<file path="config.mk">
export PLATFORM = sky130hd
export DESIGN_NAME = instr_fetch
export DESIGN_NICKNAME = d
export VERILOG_FILES = /design/src/rtl/instr_fetch.sv
export SDC_FILE = /design/constraint.sdc
export NUM_CORES = 1
export LEC_CHECK = 0
export BUFFER_PORTS_ARGS = -buffer_cell sky130_fd_sc_hd__buf_2
export CORE_MARGIN = 5
export CORE_UTILIZATION = 57
export CTS_BUF_LIST = sky130_fd_sc_hd__clkbuf_2 sky130_fd_sc_hd__clkbuf_4 sky130_fd_sc_hd__clkbuf_8
export DETAILED_ROUTE_END_ITERATION = 7
export PLACE_DENSITY = 0.88
export SLEW_MARGIN = 25
export SYNTH_ARGS = -nofsm -noshare
export SYNTH_HDL_FRONTEND = slang
export SYNTH_SLANG_ARGS = --single-unit
</file>
<file path="constraint.sdc">
create_clock -name clk -period 4.5 [get_ports clk]
set_input_delay 0.675 -clock clk [delete_from_list [all_inputs] [get_ports clk]]
set_output_delay 0.675 -clock clk [all_outputs]
set_load 0.02 [all_outputs]
</file>
<file path="src/rtl/instr_fetch.sv">
// Instruction-fetch stage: owns the PC, drives the combinational instruction
// memory and loads the IF/ID register. Handles stall, redirect with flush of
// the in-flight fetch, and a sticky halting fault.
module instr_fetch #(
  parameter logic [31:0] RESET_PC = 32'h0040_0000,
  parameter logic [31:0] NOP_WORD = 32'h3800_0000,
  parameter logic [31:0] ERR_WORD = 32'hFFFF_FFFF
) (
  input  logic        clk,
  input  logic        rst_n,
  input  logic        stall,
  input  logic        redirect_valid,
  input  logic [31:0] redirect_addr,
  output logic        ReadMem,
  output logic [31:0] Dir_Instru,
  input  logic [31:0] Dato_Instru,
  output logic [31:0] if_instr,
  output logic [31:0] if_pc,
  output logic [31:0] if_pc4,
  output logic        if_valid,
  output logic        fault
);

  typedef enum logic [1:0] {IDLE, RUN, HALT} state_t;

  state_t      state_q, state_d;
  logic [31:0] pc_q, pc_d;
  logic [31:0] instr_q, instr_d;
  logic [31:0] ipc_q, ipc_d;
  logic [31:0] ipc4_q, ipc4_d;
  logic        valid_q, valid_d;
  logic        fault_q, fault_d;

  // State and IF/ID register; reset clears everything immediately
  always_ff @(posedge clk or negedge rst_n) begin
    if (!rst_n) begin
      state_q <= IDLE;
      pc_q    <= RESET_PC;
      instr_q <= NOP_WORD;
      ipc_q   <= 32'h0;
      ipc4_q  <= 32'h4;
      valid_q <= 1'b0;
      fault_q <= 1'b0;
    end else begin
      state_q <= state_d;
      pc_q    <= pc_d;
      instr_q <= instr_d;
      ipc_q   <= ipc_d;
      ipc4_q  <= ipc4_d;
      valid_q <= valid_d;
      fault_q <= fault_d;
    end
  end

  // Next-state: IDLE spends one cycle, RUN applies redirect > stall > fetch
  always_comb begin
    state_d = state_q;
    pc_d    = pc_q;
    instr_d = instr_q;
    ipc_d   = ipc_q;
    ipc4_d  = ipc4_q;
    valid_d = valid_q;
    fault_d = fault_q;
    case (state_q)
      IDLE: state_d = RUN;
      RUN: begin
        if (redirect_valid && (redirect_addr[1:0] != 2'b00)) begin
          // misaligned target: stop fetching, pc stays put
          state_d = HALT;
          fault_d = 1'b1;
          instr_d = NOP_WORD;
          valid_d = 1'b0;
        end else if (redirect_valid) begin
          // the word fetched this cycle is the wrong path; drop it
          pc_d    = redirect_addr;
          instr_d = NOP_WORD;
          valid_d = 1'b0;
        end else if (!stall) begin
          if (Dato_Instru == ERR_WORD) begin
            state_d = HALT;
            fault_d = 1'b1;
            instr_d = NOP_WORD;
            valid_d = 1'b0;
          end else begin
            instr_d = Dato_Instru;
            ipc_d   = pc_q;
            ipc4_d  = pc_q + 32'd4;
            valid_d = 1'b1;
            pc_d    = pc_q + 32'd4;
          end
        end
      end
      HALT:    state_d = HALT;
      default: state_d = HALT;
    endcase
  end

  assign ReadMem    = (state_q != RUN);
  assign Dir_Instru = pc_q;
  assign if_instr   = instr_q;
  assign if_pc      = ipc_q;
  assign if_pc4     = ipc4_q;
  assign if_valid   = valid_q;
  assign fault      = fault_q;

endmodule
</file>
==> impl_results.md, run 1 <==
* Detailed Place HPWL at 12100 um
* Post-CTS setup buffer count at 0
* Post-synth EDFFs at 0
* Drt initial violations at 408
* Area fraction of the dominant cell type after synthesis at 51.3%
* RePlAce Congestion at 0.858
* Finished layout cell area at 7390 um^2
* Die width at 113 um
* Cts bufs inserted at 17
* Total power at 0.00408 W
* Final TNS setup at 0 ps
* Register area share after synthesis at 53.5%
* CP Data Arrival Time at 2830 ps
* Clock sink count at 130
* Crit. End Element: flop
* Global-route usage over all layers at 27.3%
* Post-synth top flop: dfrtp_1
* Synth area leader: dfrtp_1
* Critical path's top delay family: compound AO/OA/AOI/OAI gates
* Slowest cell on the critical path: a2111o_2
* Synth Area in XOR/XNOR at 3.74%
* Layout cell share with drive strength beyond 1 at 32.2%
* Placed Area at 7050 um^2
* Worst skew pair latency at 450 ps
* Die H at 113 um
* Via Count at 5463
* CTS HTree Levels at 4
* Mux contribution to synthesized area at 0.349%
* Root Driver: clkbuf_8
* Skew final at 6.60 ps
* Crit path buffers/inverters at 2
* Layout area overhead at 21.3%
* Synth Area in Simple Gates at 20.3%
* GR met2 Demand/Resource at 45.9%
* FFs w/ async S/R, synth at 100%
* Starting density of the core at 58.8%
* Worst Reg2Reg Path Length in Cells at 6
* Synth cell types at 55
* Max Freq at 405 MHz
* Resized Gates After CTS at 0
* Pins over their slew limit at 0
* Cts hold-fix bufs at 0
* Antenna violations before repair at 0
* Complex-gate fraction of the synthesized area at 17.4%
* DRC at 0
* Worst hold-check path type: in -> async
* Largest family of logic cells by synthesized area: simple AND/OR/NAND/NOR gates
* Area share of fa/ha/maj cells after synthesis at 0.205%
* Crit path time final at 2470 ps
* Synth area leaders: dfrtp_1, nand2_1, a22o_1, o21ai_0, dfstp_2
* Syn_area_per_cell at 9.81 um^2
* Max clock buf depth at 2
* Vias in the first global route at 5566
* Worst-margin pin slew at 947 ps
* Clock transition at path regs at 70 ps
* Met3 GRT Util at 8.06%
* Layout Nets at 855
* Die area at 12900 um^2
* Maximum VDD drop at 0.000329 V
* R2R setup slack at 2050 ps
* Worst path max stage delay at 570 ps
* DR pass1 iterations at 5
* Leakage at 3.76 nW
* Max-cap check violation count at 0
* Final WL at 17100 um
* DRT antenna net count at 0
* Startpoint types: input pin
* Placed Cells at 903
* Period utilization at 54.9%
* Syn Nets at 690
* Vias per std cell at 5.86
* CP cell instances: buf_2 -> nand4_1 -> nor4_2 -> a2111o_2 -> buf_4 -> o211ai_1 -> o21ai_0
* Largest net degree at the start of global routing at 97
* Worst Path Required at 4860 ps
* # setup viols final at 0
* I/O pins at 199
* RR Endpoint: Dir_Instru[17]
* First-pass GRT wire length at 28000 um
* Cells after Synth at 621
* Worst R2R Start: state_q[1]
* RSZ-0062 raised after global routing: false
* Max transition margin at 36.8%
* IO Port Bufs at 198
* Final Hold Viols at 0
* YS warnings at 0
* Row Count at 37
* Synthesized area at 6090 um^2
* Worst setup path class: in -> reg
* CTS tree: yes
* Grt peak-use layer: met2
* GR met1 Demand/Resource at 33.7%
* Cell Pwr Density at 551 nW/um^2
* DR WL/cell at 18.4 um
* Core area at 10400 um^2
* Worst Path Max Fanout at 57
* Cell Count, Final, Fillers Out at 932
* Status: complete, no violations
* Total gr overflow at 0
* Post-synthesis register bit count at 130
* Ant diodes at 0
==> routing by layer <==
layer  wire [um]  share of wire [%]
met1        6700                 39
met2        8650                 50
met3        1420                8.3
met4         372                2.2
met5           0                  0
==> stage by stage <==
step | hold WS, ps | utilization (%) | setup WS (ps)
final | 322 | 71.3 | 2030
after global routing | 381 | 71.3 | 1790
after floorplan | 379 | - | 2420
after detailed placement | 459 | 68.0 | 1570
after CTS | 354 | 71.3 | 2040
after global placement | 455 | 68.0 | 1630
==> registers in the layout, indices dropped and copies added (netlist names) <==
name and count:
fault 1, if_pc4 30, Dir_Instru 32, state_q 2
if_valid 1, if_pc 32, if_instr 32
==> power breakdown <==
part	switching [W]	internal, W
Clock	0.000431	0.000460
Combinational	0.000811	0.000495
Sequential	0.000364	0.00151
Total	0.00161	0.00247
==> layout by cell type, fill, tap and decap left out, types with 4 or more instances in the layout <==
master and count:
a21oi_1 12, a22o_1 35, a32o_1 10, and2_1 5
and3_1 4, and4_1 5, buf_2 197, buf_4 5
clkbuf_4 4, clkbuf_8 18, clkinv_2 5, dfrtp_1 125
dfstp_2 5, inv_1 5, nand2_1 159, nand3_1 14
nand4_1 16, nor2_1 15, nor3_1 11, nor4_1 4
nor4_4 4, o211ai_1 15, o21ai_0 44, o21ai_1 4
o31a_1 7, xnor2_1 14, xor2_1 12
==> worst max-delay path by stage <==
stage	startpoint	end	slack [ps]	depth (start not counted)
after global placement	Dato_Instru[10]	Dir_Instru[11]	1630	7
after global routing	Dato_Instru[10]	Dir_Instru[10]	1790	7
after detailed placement	Dato_Instru[30]	Dir_Instru[6]	1570	7
after floorplan	Dato_Instru[15]	Dir_Instru[28]	2420	6
after CTS	Dato_Instru[30]	Dir_Instru[10]	2040	7
final	Dato_Instru[10]	Dir_Instru[8]	2030	7
==> cell usage after synthesis, types with 5 or more instances <==
master	number
buf_2	23
nor2_1	15
nand3_1	14
a21oi_1	12
nand2_1	160
clkbuf_1	27
o31a_1	7
nor3_1	11
nand4_1	16
inv_1	5
xor2_1	12
a32o_1	10
o211ai_1	15
and2_1	5
a22o_1	35
xnor2_1	14
dfrtp_1	125
o21ai_0	44
dfstp_2	5
and4_1	5
==> cell families (layout without fill, tap and decap cells) <==
group / count (synthesis) / in the layout
compound gates: 146 / 146
fa+ha+maj: 1 / 1
flops: 130 / 130
buf+inv: 62 / 237
mux: 2 / 2
simple gates: 254 / 254
xor+xnor: 26 / 26
==> area by class of cell <==
class,count,area (um^2)
Clock buffer,22,278
Clock inverter,7,62.6
Fill cell,775,2980
Inverter,5,18.8
Multi-Input combinational cell,429,2570
Sequential cell,130,3260
Tap cell,136,170
Timing Repair Buffer,203,1030
==> worst reg2reg max path, cell delays in order, from the launching register on <==
cell      delay (ps)
dfrtp_1          410
nor2b_1          240
inv_1            190
a2111o_2         620
buf_4            330
o311ai_0         350
o21ai_0          150
Note: power is estimated with default switching activity, not from simulation.
==> inputs of run 2 (changes only) <==
--- a/config.mk
+++ b/config.mk
@@ -7,10 +7,10 @@
 export LEC_CHECK = 0
 export BUFFER_PORTS_ARGS = -buffer_cell sky130_fd_sc_hd__buf_2
 export CORE_MARGIN = 5
-export CORE_UTILIZATION = 57
+export CORE_UTILIZATION = 53
 export CTS_BUF_LIST = sky130_fd_sc_hd__clkbuf_2 sky130_fd_sc_hd__clkbuf_4 sky130_fd_sc_hd__clkbuf_8
 export DETAILED_ROUTE_END_ITERATION = 7
-export PLACE_DENSITY = 0.88
+export PLACE_DENSITY = 0.83
 export SLEW_MARGIN = 25
 export SYNTH_ARGS = -nofsm -noshare
 export SYNTH_HDL_FRONTEND = slang
==> constraint.sdc (replaced) <==
create_clock -name clk -period 2.3 [get_ports clk]
set_input_delay 0.345 -clock clk [delete_from_list [all_inputs] [get_ports clk]]
set_output_delay 0.345 -clock clk [all_outputs]
set_load 0.02 [all_outputs]
==> impl_results.md, run 2 (same netlist as run 1, synthesis figures left out) <==
* Worst R2R Start: Dir_Instru[22] (was state_q[1])
* RR Endpoint: Dir_Instru[31] (was Dir_Instru[17])
* Leakage at 3.94 nW (was 3.76 nW)
* Layout area overhead at 27.2% (was 21.3%)
* Post-CTS setup buffer count at 0 (unchanged)
* Core area at 11300 um^2 (was 10400 um^2)
* Die width at 117 um (was 113 um)
* Final Util at 68.4% (was 71.3%)
* R2R setup slack at 130 ps (was 2050 ps)
* Cell Pwr Density at 1090 nW/um^2 (was 551 nW/um^2)
* Largest net degree at the start of global routing at 57 (was 97)
* Crit. End Element: flop (unchanged)
* Critical path's top delay family: simple AND/OR/NAND/NOR gates (was compound AO/OA/AOI/OAI gates)
* Die area at 13700 um^2 (was 12900 um^2)
* Worst setup path class: reg -> reg (was in -> reg)
* DRC at 0 (unchanged)
* RePlAce Congestion at 0.884 (was 0.858)
* Cells on Worst Hold Path at 3
* Total gr overflow at 0 (unchanged)
* Vias per std cell at 5.78 (was 5.86)
* Worst-margin pin slew at 963 ps (was 947 ps)
* Global-route usage over all layers at 26.5% (was 27.3%)
* Worst Hold Path EP: Dir_Instru[2]
* RSZ-0062 raised after global routing: false (unchanged)
* Max-cap check violation count at 0 (unchanged)
* Clock transition at path regs at 70 ps (about the same)
* CP Data Arrival Time at 2510 ps (was 2830 ps)
* CTS HTree Levels at 4 (unchanged)
* Layout Nets at 880 (was 855)
* # setup viols final at 0 (unchanged)
* Total power at 0.00845 W (was 0.00408 W)
* Skew final at 9.05 ps (was 6.60 ps)
* CP cell instances: and4_1 -> nand4_1 -> nor4_4 -> nand2_1 -> a32o_1 (was buf_2 -> nand4_1 -> nor4_2 -> a2111o_2 -> buf_4 -> o211ai_1 -> o21ai_0)
* Crit path from: Dir_Instru[22] (was Dato_Instru[10])
* Pins over their slew limit at 0 (unchanged)
* Max transition margin at 35.8% (was 36.8%)
* Crit path time final at 2170 ps
* Ant diodes at 0 (unchanged)
* Maximum VDD drop at 0.000652 V (was 0.000329 V)
* Max Freq at 460 MHz
* Final TNS setup at 0 ps (unchanged)
* Layout cell share with drive strength beyond 1 at 34.2% (was 32.2%)
* First-pass GRT wire length at 28200 um (was 28000 um)
* Clock sink count at 130 (unchanged)
* DR WL/cell at 18.3 um (was 18.4 um)
* Status: complete, no violations (unchanged)
* Worst hold-check path type: in -> reg (was in -> async)
* CTS tree: yes (unchanged)
* Worst Path Required at 2630 ps (was 4860 ps)
* Commonest cells after routing, fill and taps aside: buf_2, nand2_1, dfrtp_1, o21ai_0, a22o_1 (unchanged)
* Commonest non-fill, non-tap cell in the layout: buf_2 (unchanged)
* Worst skew pair latency at 440 ps (was 450 ps)
* Final Hold Viols at 0 (unchanged)
* Final worst slack at 126 ps (was 2030 ps)
* Cts bufs inserted at 17 (unchanged)
* Slowest cell on the critical path: dfstp_2 (was a2111o_2)
* Root Driver: clkbuf_8 (unchanged)
* Die H at 117 um (was 113 um)
* Crit path buffers/inverters at 0 (was 2)
* Hold path start: redirect_addr[2]
* I/O pins at 199 (unchanged)
* Pre-CTS setup slack at 154 ps (was 1570 ps)
* IO Port Bufs at 198 (unchanged)
* Finished layout cell area at 7750 um^2 (was 7390 um^2)
* Max clock buf depth at 2 (unchanged)
* Vias in the first global route at 5702 (was 5566)
* Worst Reg2Reg Path Length in Cells at 5 (was 6)
* Resized Gates After CTS at 0 (unchanged)
* Final WL at 17700 um (was 17100 um)
* Startpoint types: flop (was input pin)
* Starting density of the core at 53.8% (was 58.8%)
* Placed Area at 7310 um^2 (was 7050 um^2)
* Fill cells at 866 (was 775)
* DRT antenna net count at 0 (unchanged)
* Row Count at 39 (was 37)
* Drt initial violations at 544 (was 408)
* Worst Path Max Fanout at 8 (was 57)
* Via Count at 5587 (was 5463)
* Detailed Place HPWL at 12700 um (was 12100 um)
* Worst path max stage delay at 640 ps (was 570 ps)
* Period utilization at 94.5%
* DR pass1 iterations at 5 (unchanged)
* Antenna violations before repair at 0 (unchanged)
==> run 2: changes by cell type in the layout (fill, tap and decap cells not counted), sizes merged <==
| cell | before | now |
|---|---|---|
| buf | 203 | 227 |
| bufinv | 1 | 3 |
| clkbuf | 22 | 23 |
| clkinv | 5 | 2 |
| clkinvlp | 1 | 4 |
| dlygate4sd3 | 0 | 1 |
==> run 2: worst max path at each step <==
stage	endpoint	cells past startpoint
after floorplan	Dir_Instru[31]	6
after global placement	Dir_Instru[28]	7
after detailed placement	if_pc4[30]	6
after CTS	if_pc4[30]	6
after global routing	if_pc4[28]	6
final	Dir_Instru[31]	5
==> run 2: per-layer routing <==
| layer | vias to the layer above | routed length [um] | track usage (%) |
|---|---|---|---|
| li1 | 2561 | - | - |
| met1 | 2738 | 7120 | 33.4 |
| met2 | 249 | 8730 | 43.2 |
| met3 | 39 | 1430 | 7.71 |
| met4 | 0 | 418 | 10.6 |
| met5 | - | 0 | 0 |
==> run 2: layout make-up <==
type                    count  area, um^2  share of cell area [%]
multi-input cells         429        2560                    33.1
flip-flops and latches    130        3260                    42.1
clock buffers              23         298                    3.84
well taps                 143         179                    2.31
inverters                   5        18.8                   0.242
repair buffers            228        1300                    16.8
clock inverters             9         130                    1.68
==> run 2: through the flow <==
step,hold WS [ps],instances
after floorplan,49.4,621
after global placement,344,934
after detailed placement,356,934
after CTS,113,967
after global routing,104,967
final,134,967
==> run 2: timing repair <==
item                                    in CTS  in global routing
hold buffers                                 1                  0
endpoints found under the setup margin       0                  2
endpoints found under the hold margin       54                  0
==> run 2: power by group <==
part | switching (W) | internal (W)
Clock | 0.000893 | 0.00119
Sequential | 0.000566 | 0.00296
Combinational | 0.00176 | 0.00107
Total | 0.00322 | 0.00523
==> run 2: worst reg2reg max path: cells and delay by family, from the launching register on <==
| family | cells | cell delay, ps |
|---|---|---|
| AOI/OAI and AO/OA | 1 | 260 |
| DFF | 1 | 640 |
| and+or+nand+nor | 4 | 1160 |
